--- config.mk ---
export PLATFORM = sky130hd
export DESIGN_NAME = arm_multicycle_ctrl
export DESIGN_NICKNAME = d
export VERILOG_FILES = /design/src/rtl/arm_multicycle_ctrl.sv
export SDC_FILE = /design/constraint.sdc
export NUM_CORES = 1
export LEC_CHECK = 0
export CELL_PAD_IN_SITES_DETAIL_PLACEMENT = 0
export CELL_PAD_IN_SITES_GLOBAL_PLACEMENT = 2
export CORE_MARGIN = 2
export CORE_UTILIZATION = 20
export CTS_CLUSTER_SIZE = 40
export DETAILED_ROUTE_END_ITERATION = 10
export GPL_ROUTABILITY_DRIVEN = 0
export PLACE_DENSITY_LB_ADDON = 0.1
export SLEW_MARGIN = 20
export SYNTH_ARGS = -nofsm -noshare
export SYNTH_HDL_FRONTEND = slang
export SYNTH_SLANG_ARGS = --single-unit
--- constraint.sdc ---
create_clock -name clk -period 2.3 [get_ports clk]
set_clock_uncertainty 0.2 [all_clocks]
set_input_delay 0.46 -clock clk [delete_from_list [all_inputs] [get_ports clk]]
set_output_delay 0.46 -clock clk [all_outputs]
set_load 0.02 [all_outputs]
--- src/rtl/arm_multicycle_ctrl.sv ---
// Multicycle ARM control unit: Moore sequencing FSM, ALU decoder,
// conditional-execution check and the NZCV flag register.
module arm_multicycle_ctrl (
  input  logic       clk,
  input  logic       reset_n,
  input  logic [3:0] Cond,
  input  logic [1:0] Op,
  input  logic [5:0] Funct,
  input  logic [3:0] Rd,
  input  logic [3:0] ALUFlags,
  output logic       PCWrite,
  output logic       IRWrite,
  output logic       MemWrite,
  output logic       RegWrite,
  output logic       AdrSrc,
  output logic       ALUSrcA,
  output logic [1:0] ALUSrcB,
  output logic [1:0] ResultSrc,
  output logic [1:0] ImmSrc,
  output logic [1:0] RegSrc,
  output logic [1:0] ALUControl,
  output logic [3:0] Flags,
  output logic       Illegal,
  output logic [3:0] State
);

  typedef enum logic [3:0] {
    S_FETCH   = 4'd0,
    S_DECODE  = 4'd1,
    S_MEMADR  = 4'd2,
    S_MEMRD   = 4'd3,
    S_MEMWB   = 4'd4,
    S_MEMWR   = 4'd5,
    S_EXECR   = 4'd6,
    S_EXECI   = 4'd7,
    S_ALUWB   = 4'd8,
    S_BRANCH  = 4'd9,
    S_UNKNOWN = 4'd10
  } state_t;

  state_t     state_q, state_d;
  logic       cond_q;
  logic [3:0] flags_q;

  logic       next_pc_s, branch_s, reg_w_s, mem_w_s, ir_write_s, alu_op_s;
  logic       adr_src_s, alu_src_a_s;
  logic [1:0] alu_src_b_s, result_src_s;
  logic [1:0] alu_control_s, flag_w_s;
  logic       cond_ex_s, rd_is_pc_s, pcs_s;

  // Condition-field evaluation against the registered NZCV flags.
  function automatic logic cond_ex_f(input logic [3:0] c, input logic [3:0] f);
    logic n, z, cf, v;
    {n, z, cf, v} = f;
    case (c)
      4'b0000: cond_ex_f = z;
      4'b0001: cond_ex_f = ~z;
      4'b0010: cond_ex_f = cf;
      4'b0011: cond_ex_f = ~cf;
      4'b0100: cond_ex_f = n;
      4'b0101: cond_ex_f = ~n;
      4'b0110: cond_ex_f = v;
      4'b0111: cond_ex_f = ~v;
      4'b1000: cond_ex_f = cf & ~z;
      4'b1001: cond_ex_f = ~cf | z;
      4'b1010: cond_ex_f = (n == v);
      4'b1011: cond_ex_f = (n != v);
      4'b1100: cond_ex_f = ~z & (n == v);
      4'b1101: cond_ex_f = z | (n != v);
      4'b1110: cond_ex_f = 1'b1;
      default: cond_ex_f = 1'b0;
    endcase
  endfunction

  assign cond_ex_s  = cond_ex_f(Cond, flags_q);
  assign rd_is_pc_s = (Rd == 4'd15);

  // Next-state selection; any unused state code recovers to FETCH.
  always_comb begin
    state_d = S_FETCH;
    case (state_q)
      S_FETCH:  state_d = S_DECODE;
      S_DECODE: begin
        case (Op)
          2'b00:   state_d = Funct[5] ? S_EXECI : S_EXECR;
          2'b01:   state_d = S_MEMADR;
          2'b10:   state_d = S_BRANCH;
          default: state_d = S_UNKNOWN;
        endcase
      end
      S_MEMADR: state_d = Funct[0] ? S_MEMRD : S_MEMWR;
      S_MEMRD:  state_d = S_MEMWB;
      S_EXECR:  state_d = S_ALUWB;
      S_EXECI:  state_d = S_ALUWB;
      default:  state_d = S_FETCH;
    endcase
  end

  // Moore raw controls decoded from the current state.
  always_comb begin
    next_pc_s    = 1'b0;
    branch_s     = 1'b0;
    reg_w_s      = 1'b0;
    mem_w_s      = 1'b0;
    ir_write_s   = 1'b0;
    alu_op_s     = 1'b0;
    adr_src_s    = 1'b0;
    alu_src_a_s  = 1'b0;
    alu_src_b_s  = 2'b00;
    result_src_s = 2'b00;
    case (state_q)
      S_FETCH: begin
        alu_src_a_s  = 1'b1;
        alu_src_b_s  = 2'b10;
        result_src_s = 2'b10;
        ir_write_s   = 1'b1;
        next_pc_s    = 1'b1;
      end
      S_DECODE: begin
        alu_src_a_s  = 1'b1;
        alu_src_b_s  = 2'b10;
        result_src_s = 2'b10;
      end
      S_MEMADR: alu_src_b_s = 2'b01;
      S_EXECI: begin
        alu_src_b_s = 2'b01;
        alu_op_s    = 1'b1;
      end
      S_EXECR:  alu_op_s = 1'b1;
      S_MEMRD:  adr_src_s = 1'b1;
      S_MEMWB: begin
        result_src_s = 2'b01;
        reg_w_s      = 1'b1;
      end
      S_MEMWR: begin
        adr_src_s = 1'b1;
        mem_w_s   = 1'b1;
      end
      S_ALUWB:  reg_w_s = 1'b1;
      S_BRANCH: begin
        alu_src_b_s  = 2'b01;
        result_src_s = 2'b10;
        branch_s     = 1'b1;
      end
      default: begin
        next_pc_s = 1'b0;
      end
    endcase
  end

  // ALU decoder: operation select and which flag groups may update.
  always_comb begin
    alu_control_s = 2'b00;
    flag_w_s      = 2'b00;
    if (alu_op_s) begin
      case (Funct[4:1])
        4'b0100: begin alu_control_s = 2'b00; flag_w_s = Funct[0] ? 2'b11 : 2'b00; end
        4'b0010: begin alu_control_s = 2'b01; flag_w_s = Funct[0] ? 2'b11 : 2'b00; end
        4'b0000: begin alu_control_s = 2'b10; flag_w_s = Funct[0] ? 2'b10 : 2'b00; end
        4'b1100: begin alu_control_s = 2'b11; flag_w_s = Funct[0] ? 2'b10 : 2'b00; end
        default: begin alu_control_s = 2'b00; flag_w_s = 2'b00; end
      endcase
    end else begin
      alu_control_s = 2'b00;
      flag_w_s      = 2'b00;
    end
  end

  // State, latched condition outcome and NZCV flags; the condition is
  // frozen at the end of DECODE so a flag write in EXEC cannot change it.
  always_ff @(posedge clk or negedge reset_n) begin
    if (!reset_n) begin
      state_q <= S_FETCH;
      cond_q  <= 1'b0;
      flags_q <= 4'b0000;
    end else begin
      state_q <= state_d;
      if (state_q == S_DECODE) cond_q <= cond_ex_s;
      if ((state_q == S_EXECR) || (state_q == S_EXECI)) begin
        if (flag_w_s[1] & cond_q) flags_q[3:2] <= ALUFlags[3:2];
        if (flag_w_s[0] & cond_q) flags_q[1:0] <= ALUFlags[1:0];
      end
    end
  end

  // Write strobes are held low asynchronously while reset is asserted.
  assign pcs_s      = branch_s | (reg_w_s & rd_is_pc_s);
  assign PCWrite    = reset_n & (next_pc_s | (pcs_s & cond_q));
  assign IRWrite    = reset_n & ir_write_s;
  assign RegWrite   = reset_n & reg_w_s & cond_q & ~rd_is_pc_s;
  assign MemWrite   = reset_n & mem_w_s & cond_q;
  assign AdrSrc     = adr_src_s;
  assign ALUSrcA    = alu_src_a_s;
  assign ALUSrcB    = alu_src_b_s;
  assign ResultSrc  = result_src_s;
  assign ImmSrc     = Op;
  assign RegSrc     = {(Op == 2'b01), (Op == 2'b10)};
  assign ALUControl = alu_control_s;
  assign Flags      = flags_q;
  assign Illegal    = (state_q == S_UNKNOWN);
  assign State      = state_q;

endmodule
==> metrics.csv, run 1 <==
metric,value,unit
Storage cell area,225.2,sq um
dominant synthesized flop cell,dfrtp_1,
Buf/Inv on CP,2,
RSZ-0062 raised after global routing,no,
Synth area leader,dfrtp_1,
CTS Buffer Depth,2,
Final Util,0.3804,
Seq pwr share,0.190,
htree depth,1,
hold buffers post-CTS,0,
CTS Root Buffer Type,clkbuf_8,
postcts setup bufs,0,
Slew HR,0.7726,
Pre-Repair DR Iteration Count,6,
# IOs,47,
die height,68.60,microns
delay of the slowest critical-path stage,0.62,ns
library cells used by synthesis,40,
GRT Util Overall,0.1248,
initial detailed-routing violation count,28,
GR Util met3,0.01461,
Peak Freq,0.4433,GHz
Slew Limit Fails,0,
clock power share,0.112,
Routed WL,2698,microns
Post-DP HPWL,2192,microns
placed cell count,215,
WP data required,1.64,ns
Post-synth EDFFs,0,
maxcap violations,0,
via count,985,
slowest CP cell,clkdlybuf4s50_1,
Setup TNS,0,ns
Num Clock Sinks,9,
Net Switching,701.7,uW
vias per cell,4.498,
CTS tree,done,
HP Class,flip-flop to flip-flop,
M1 GR Usage,0.1571,
status,completed,
Slew @ Worst Pin,0.3401,ns
Period minus WS final,2.256,ns
worst path cell trace,"clkdlybuf4s50_1, clkdlybuf4s50_1",
yosys synthesis warning count,0,
power per cell area,1028,nW/um^2
hold_ws,0.3961,ns
syn nets,127,
crit-path max FO,4,
Synth Cell Area,834.6,sq um
WP data arrival,1.60,ns
fillers,422,
final cycle utilization of the critical path,0.9807,
Seq cells post-synth,9,
# nets final,192,
Clock transition at path regs,0.04,ns
Critical Path Sink Type,output pin,
WL/cell,12.32,microns
Setup CP Type,primary input to output pin,
most frequent cells in the layout,"25 x clkdlybuf4s50_1, 23 x buf_4, 13 x nor2_1",
largest net degree at the start of global routing,12,
Syn Area/Cell,7.948,sq um
share of the synthesized area in the top cell type,0.2699,
Final setup viols,0,
Post-synth ARST share,1.000,
Die Wd,68.60,microns
final hold viol count,0,
PortBufs,46,
worst vdd ir,0.4232,mV
Worst-Skew Late Latency,0.22,ns
global routing's busiest layer,met2,
leakage,0.0007217,uW
Area Growth Syn to Fin,82.31,%
initial core utilization,0.2086,
"non-filler cells, final",219,
cell internal pwr,862.6,uW
sequential fraction of the synthesis area,0.2699,
post-synthesis instance total,105,
GR Overflow Total,0,
Placeable Area,4000,sq um
first-pass GRT wire length,4409,microns
most frequent CP cell,clkdlybuf4s50_1,
die footprint,4705,sq um
synth top area cells,"dfrtp_1 27%, nor2_1 5.8%, mux2_1 5.4%, xnor2_1 4.2%, nor3_1 3.6%",
power share of the combinational group,0.697,
"most common cell after layout, fill and taps aside",clkdlybuf4s50_1,
antenna cell count,0,
# DRC,0,
row count,23,
met2 Use GR,0.2103,
CP Launch Type,primary input,
CTS buffer count,3,
number of global-route vias before repair,958,
Pwr Total,1564,uW
layout cells sized above 1,0.2426,
Multi-input gate area,569.3,sq um
"Largest delay share family, worst path",buffers and inverters,
Sw Ratio,0.4486,
initial antenna violation count,0,
Routed Antenna Nets,0,
==> flip-flops by register name, summed over array words and instances, names as in the netlist <==
register	count
Flags	4
State	4
cond_q	1
==> logic make-up (layout without fill, tap and decap cells) <==
family                 count (synthesis)  after routing  share of synthesized area
buffers and inverters                 12             76                    0.07195
XOR/XNOR                               6              6                    0.06297
multiplexers                           5              5                    0.06596
flip-flops                             9              9                     0.2699
AND/OR/NAND/NOR                       50             50                     0.3374
AO/OA/AOI/OAI                         23             23                     0.1919
==> path summary, 6_finish.rpt <==
| path | startpoint | end | slack, ns | cells past startpoint |
|---|---|---|---|---|
| worst max-delay path | Op[0] | ImmSrc[0] | 0.04 | 2 |
| worst min-delay path | State[3] | State[3] | 0.40 | 2 |
| worst max register to register | State[3] | Flags[3] | 0.48 | 6 |
| worst min register to register | State[3] | State[3] | 0.40 | 2 |
| max in group asynchronous | reset_n | Flags[2] | 1.32 | 2 |
| min in group asynchronous | reset_n | State[1] | 0.41 | 2 |
==> metal layers <==
layer	wire length (microns)	vias up
li1	-	504
met1	1225	450
met2	1310	29
met3	122	2
met4	40	0
met5	0	-
==> power groups by stage <==
stage               clock (uW)  combinational (uW)  sequential [uW]
finish                     176                1090              298
global placement             0                1170              301
floorplan                    0                 541              341
detailed placement           0                1170              301
global route               189                1180              310
CTS                        179                1100              300
==> Yosys cell counts (all sizes together) (3+ instances only) <==
master and n:
a21o 3, nand3 3, a21oi 4, nor3 8
o21ai 4, nor2b 5, dfrtp 9, mux2 4
buf 5, nand2 7, xnor2 4, nand2b 4
a211oi 3, nor2 13, clkbuf 3, nor4 3
inv 4
==> layout make-up <==
class                   count  area share
flip-flops and latches      9      0.1480
clock buffers               4     0.02961
repair buffers             68      0.3972
well taps                  50     0.04112
inverters                   4    0.009868
multi-input cells          84      0.3742
==> repair_timing <==
item                       CTS  global route
pin swaps                    0             5
setup endpoints to repair   16             5
resized for setup           27            19
==> metrics by stage <==
step                area, sq um  setup slack, ns
floorplan                 840.8           0.1016
global placement           1484          -0.5170
detailed placement         1484          -0.5096
CTS                        1506          -0.2048
global route               1521          0.01184
finish                     1521          0.04437
Power figures use the tool's default switching activity.
==> run 2: changes to the inputs <==
--- a/config.mk
+++ b/config.mk
@@ -7,7 +7,6 @@
 export LEC_CHECK = 0
 export CELL_PAD_IN_SITES_DETAIL_PLACEMENT = 0
 export CELL_PAD_IN_SITES_GLOBAL_PLACEMENT = 2
-export CORE_MARGIN = 2
 export CORE_UTILIZATION = 20
 export CTS_CLUSTER_SIZE = 40
 export DETAILED_ROUTE_END_ITERATION = 10
==> run 2 against run 1 <==
Against the previous run:
- sequential cell count is the same
- via count down 1.7%
- first-iteration DRC count shrank 29%
- die area decreased by 5.7%
- fmax hardly changed
- critical path depth unchanged
- worst hold slack worse by 0.014 ns
- final cell count down 1.4%
- sequential share of layout area grew 0.26 points
- global-route usage is 0.39 points higher
- power rose by 0.19%
- highest routed layer unchanged
==> metrics.csv, run 2 (synthesis results as in run 1) <==
metric,value,unit,change
status,completed,,
number of global-route vias before repair,957,,-0.10%
# DRC,0,,unchanged
Peak Freq,0.4432,GHz,about the same
M1 GR Usage,0.1665,,+0.009381
Area Growth Syn to Fin,79.16,%,
via count,968,,-1.7%
Routed Antenna Nets,0,,unchanged
most frequent cells in the layout,"26 x clkdlybuf4s50_1, 20 x buf_4, 13 x nor2_1",,
Routed WL,2660,microns,-1.4%
Slew HR,0.7840,,+0.01148
worst vdd ir,0.5742,mV,+36%
# IOs,47,,unchanged
WP data required,1.64,ns,about the same
Period minus WS final,2.256,ns,+0.0007723 ns
WL/cell,12.31,microns,about the same
hold buffers post-CTS,0,,unchanged
CTS buffer count,3,,unchanged
Final setup viols,0,,unchanged
row count,23,,unchanged
crit-path max FO,4,,unchanged
Num Clock Sinks,9,,unchanged
Multi-input gate area,563.0,sq um,-1.1%
# nets final,189,,-1.6%
Placeable Area,4000,sq um,unchanged
Pre-Repair DR Iteration Count,6,,unchanged
initial detailed-routing violation count,20,,-29%
Setup CP Type,primary input to output pin,,
GR Overflow Total,0,,unchanged
largest net degree at the start of global routing,12,,unchanged
maxcap violations,0,,unchanged
CTS Root Buffer Type,clkbuf_8,,
"most common cell after layout, fill and taps aside",clkdlybuf4s50_1,,
die footprint,4435,sq um,-5.7%
global routing's busiest layer,met2,,
Slew Limit Fails,0,,unchanged
pre-CTS setup slack,-0.5221,ns,-0.01248 ns
slowest CP cell,clkdlybuf4s50_1,,
placed cell count,212,,-1.4%
most frequent CP cell,clkdlybuf4s50_1,,
CTS tree,done,,
design area,1495,sq um,-1.7%
Final WS setup,0.04359,ns,-0.0007723 ns
hold_ws,0.3820,ns,-0.01417 ns
first-pass GRT wire length,4422,microns,+0.29%
Critical Path Sink Type,output pin,,
HP Class,flip-flop to flip-flop,,
Storage cell area,225.2,sq um,unchanged
die height,66.60,microns,-2.9%
WP data arrival,1.60,ns,about the same
initial antenna violation count,0,,unchanged
Die Wd,66.60,microns,-2.9%
leakage,0.0006956,uW,-3.6%
GR Util met3,0.01199,,-0.002624
layout cells sized above 1,0.2289,,-0.01369
final hold viol count,0,,unchanged
CTS Buffer Depth,2,,unchanged
CP Launch Type,primary input,,
"Largest delay share family, worst path",buffers and inverters,,
postcts setup bufs,0,,unchanged
final cycle utilization of the critical path,0.9810,,about the same
power per cell area,1048,nW/um^2,+2.0%
placed instance area,1461,sq um,-1.5%
PortBufs,46,,unchanged
initial core utilization,0.2086,,unchanged
Slew @ Worst Pin,0.3229,ns,-0.01717 ns
RSZ-0062 raised after global routing,no,,
delay of the slowest critical-path stage,0.62,ns,about the same
Post-DP HPWL,2134,microns,-2.6%
fillers,432,,+2.4%
Clock transition at path regs,0.04,ns,about the same
htree depth,1,,unchanged
Buf/Inv on CP,2,,unchanged
antenna cell count,0,,unchanged
Pwr Total,1567,uW,+0.19%
worst path cell trace,"clkdlybuf4s50_1, clkdlybuf4s50_1",,
met2 Use GR,0.2222,,+0.01189
Worst-Skew Late Latency,0.23,ns,about the same
GRT Util Overall,0.1287,,+0.003879
vias per cell,4.481,,-0.36%
"non-filler cells, final",216,,-1.4%
-- run 2: final cells by class --
| type | instances | share of cell area |
|---|---|---|
| inverter | 4 | 0.01004 |
| clock buffer | 4 | 0.03013 |
| multi-input combinational | 84 | 0.3766 |
| tap | 50 | 0.04184 |
| sequential | 9 | 0.1506 |
| timing repair buffer | 65 | 0.3908 |
-- run 2: final timing paths --
| kind | startpoint | to | slack (ns) | cells past startpoint |
|---|---|---|---|---|
| setup / recovery | Op[0] | ImmSrc[0] | 0.04 | 2 |
| hold / removal | Flags[1] | Flags[1] | 0.38 | 1 |
| setup reg to reg | State[3] | Flags[3] | 0.48 | 6 |
| hold reg to reg | Flags[1] | Flags[1] | 0.38 | 1 |
| max in group asynchronous | reset_n | Flags[2] | 1.30 | 2 |
| min in group asynchronous | reset_n | State[0] | 0.46 | 2 |
-- run 2: metal layers --
metal | vias up | part of all wire
met4 | 0 | 0.0090
met5 | - | 0
met2 | 27 | 0.47
li1 | 495 | -
met3 | 2 | 0.035
met1 | 444 | 0.49
-- run 2: through the flow --
step                      utilization  TNS (ns)
after floorplan                     -         0
after global placement         0.3653    -2.485
after detailed placement       0.3653    -2.451
after CTS                      0.3707   -0.2180
after global routing           0.3738         0
final                          0.3738         0
-- run 2: repair_timing --
action,CTS,global route
setup endpoints to repair,16,5
gates resized for setup,26,17
pin swaps,0,4
-- run 2: where the power goes --
group          internal, uW  leakage [uW]  switching (uW)  total [uW]
combinational           519      0.000555             566        1090
clock                   120     0.0000228            58.2         179
sequential              218      0.000118            85.5         304
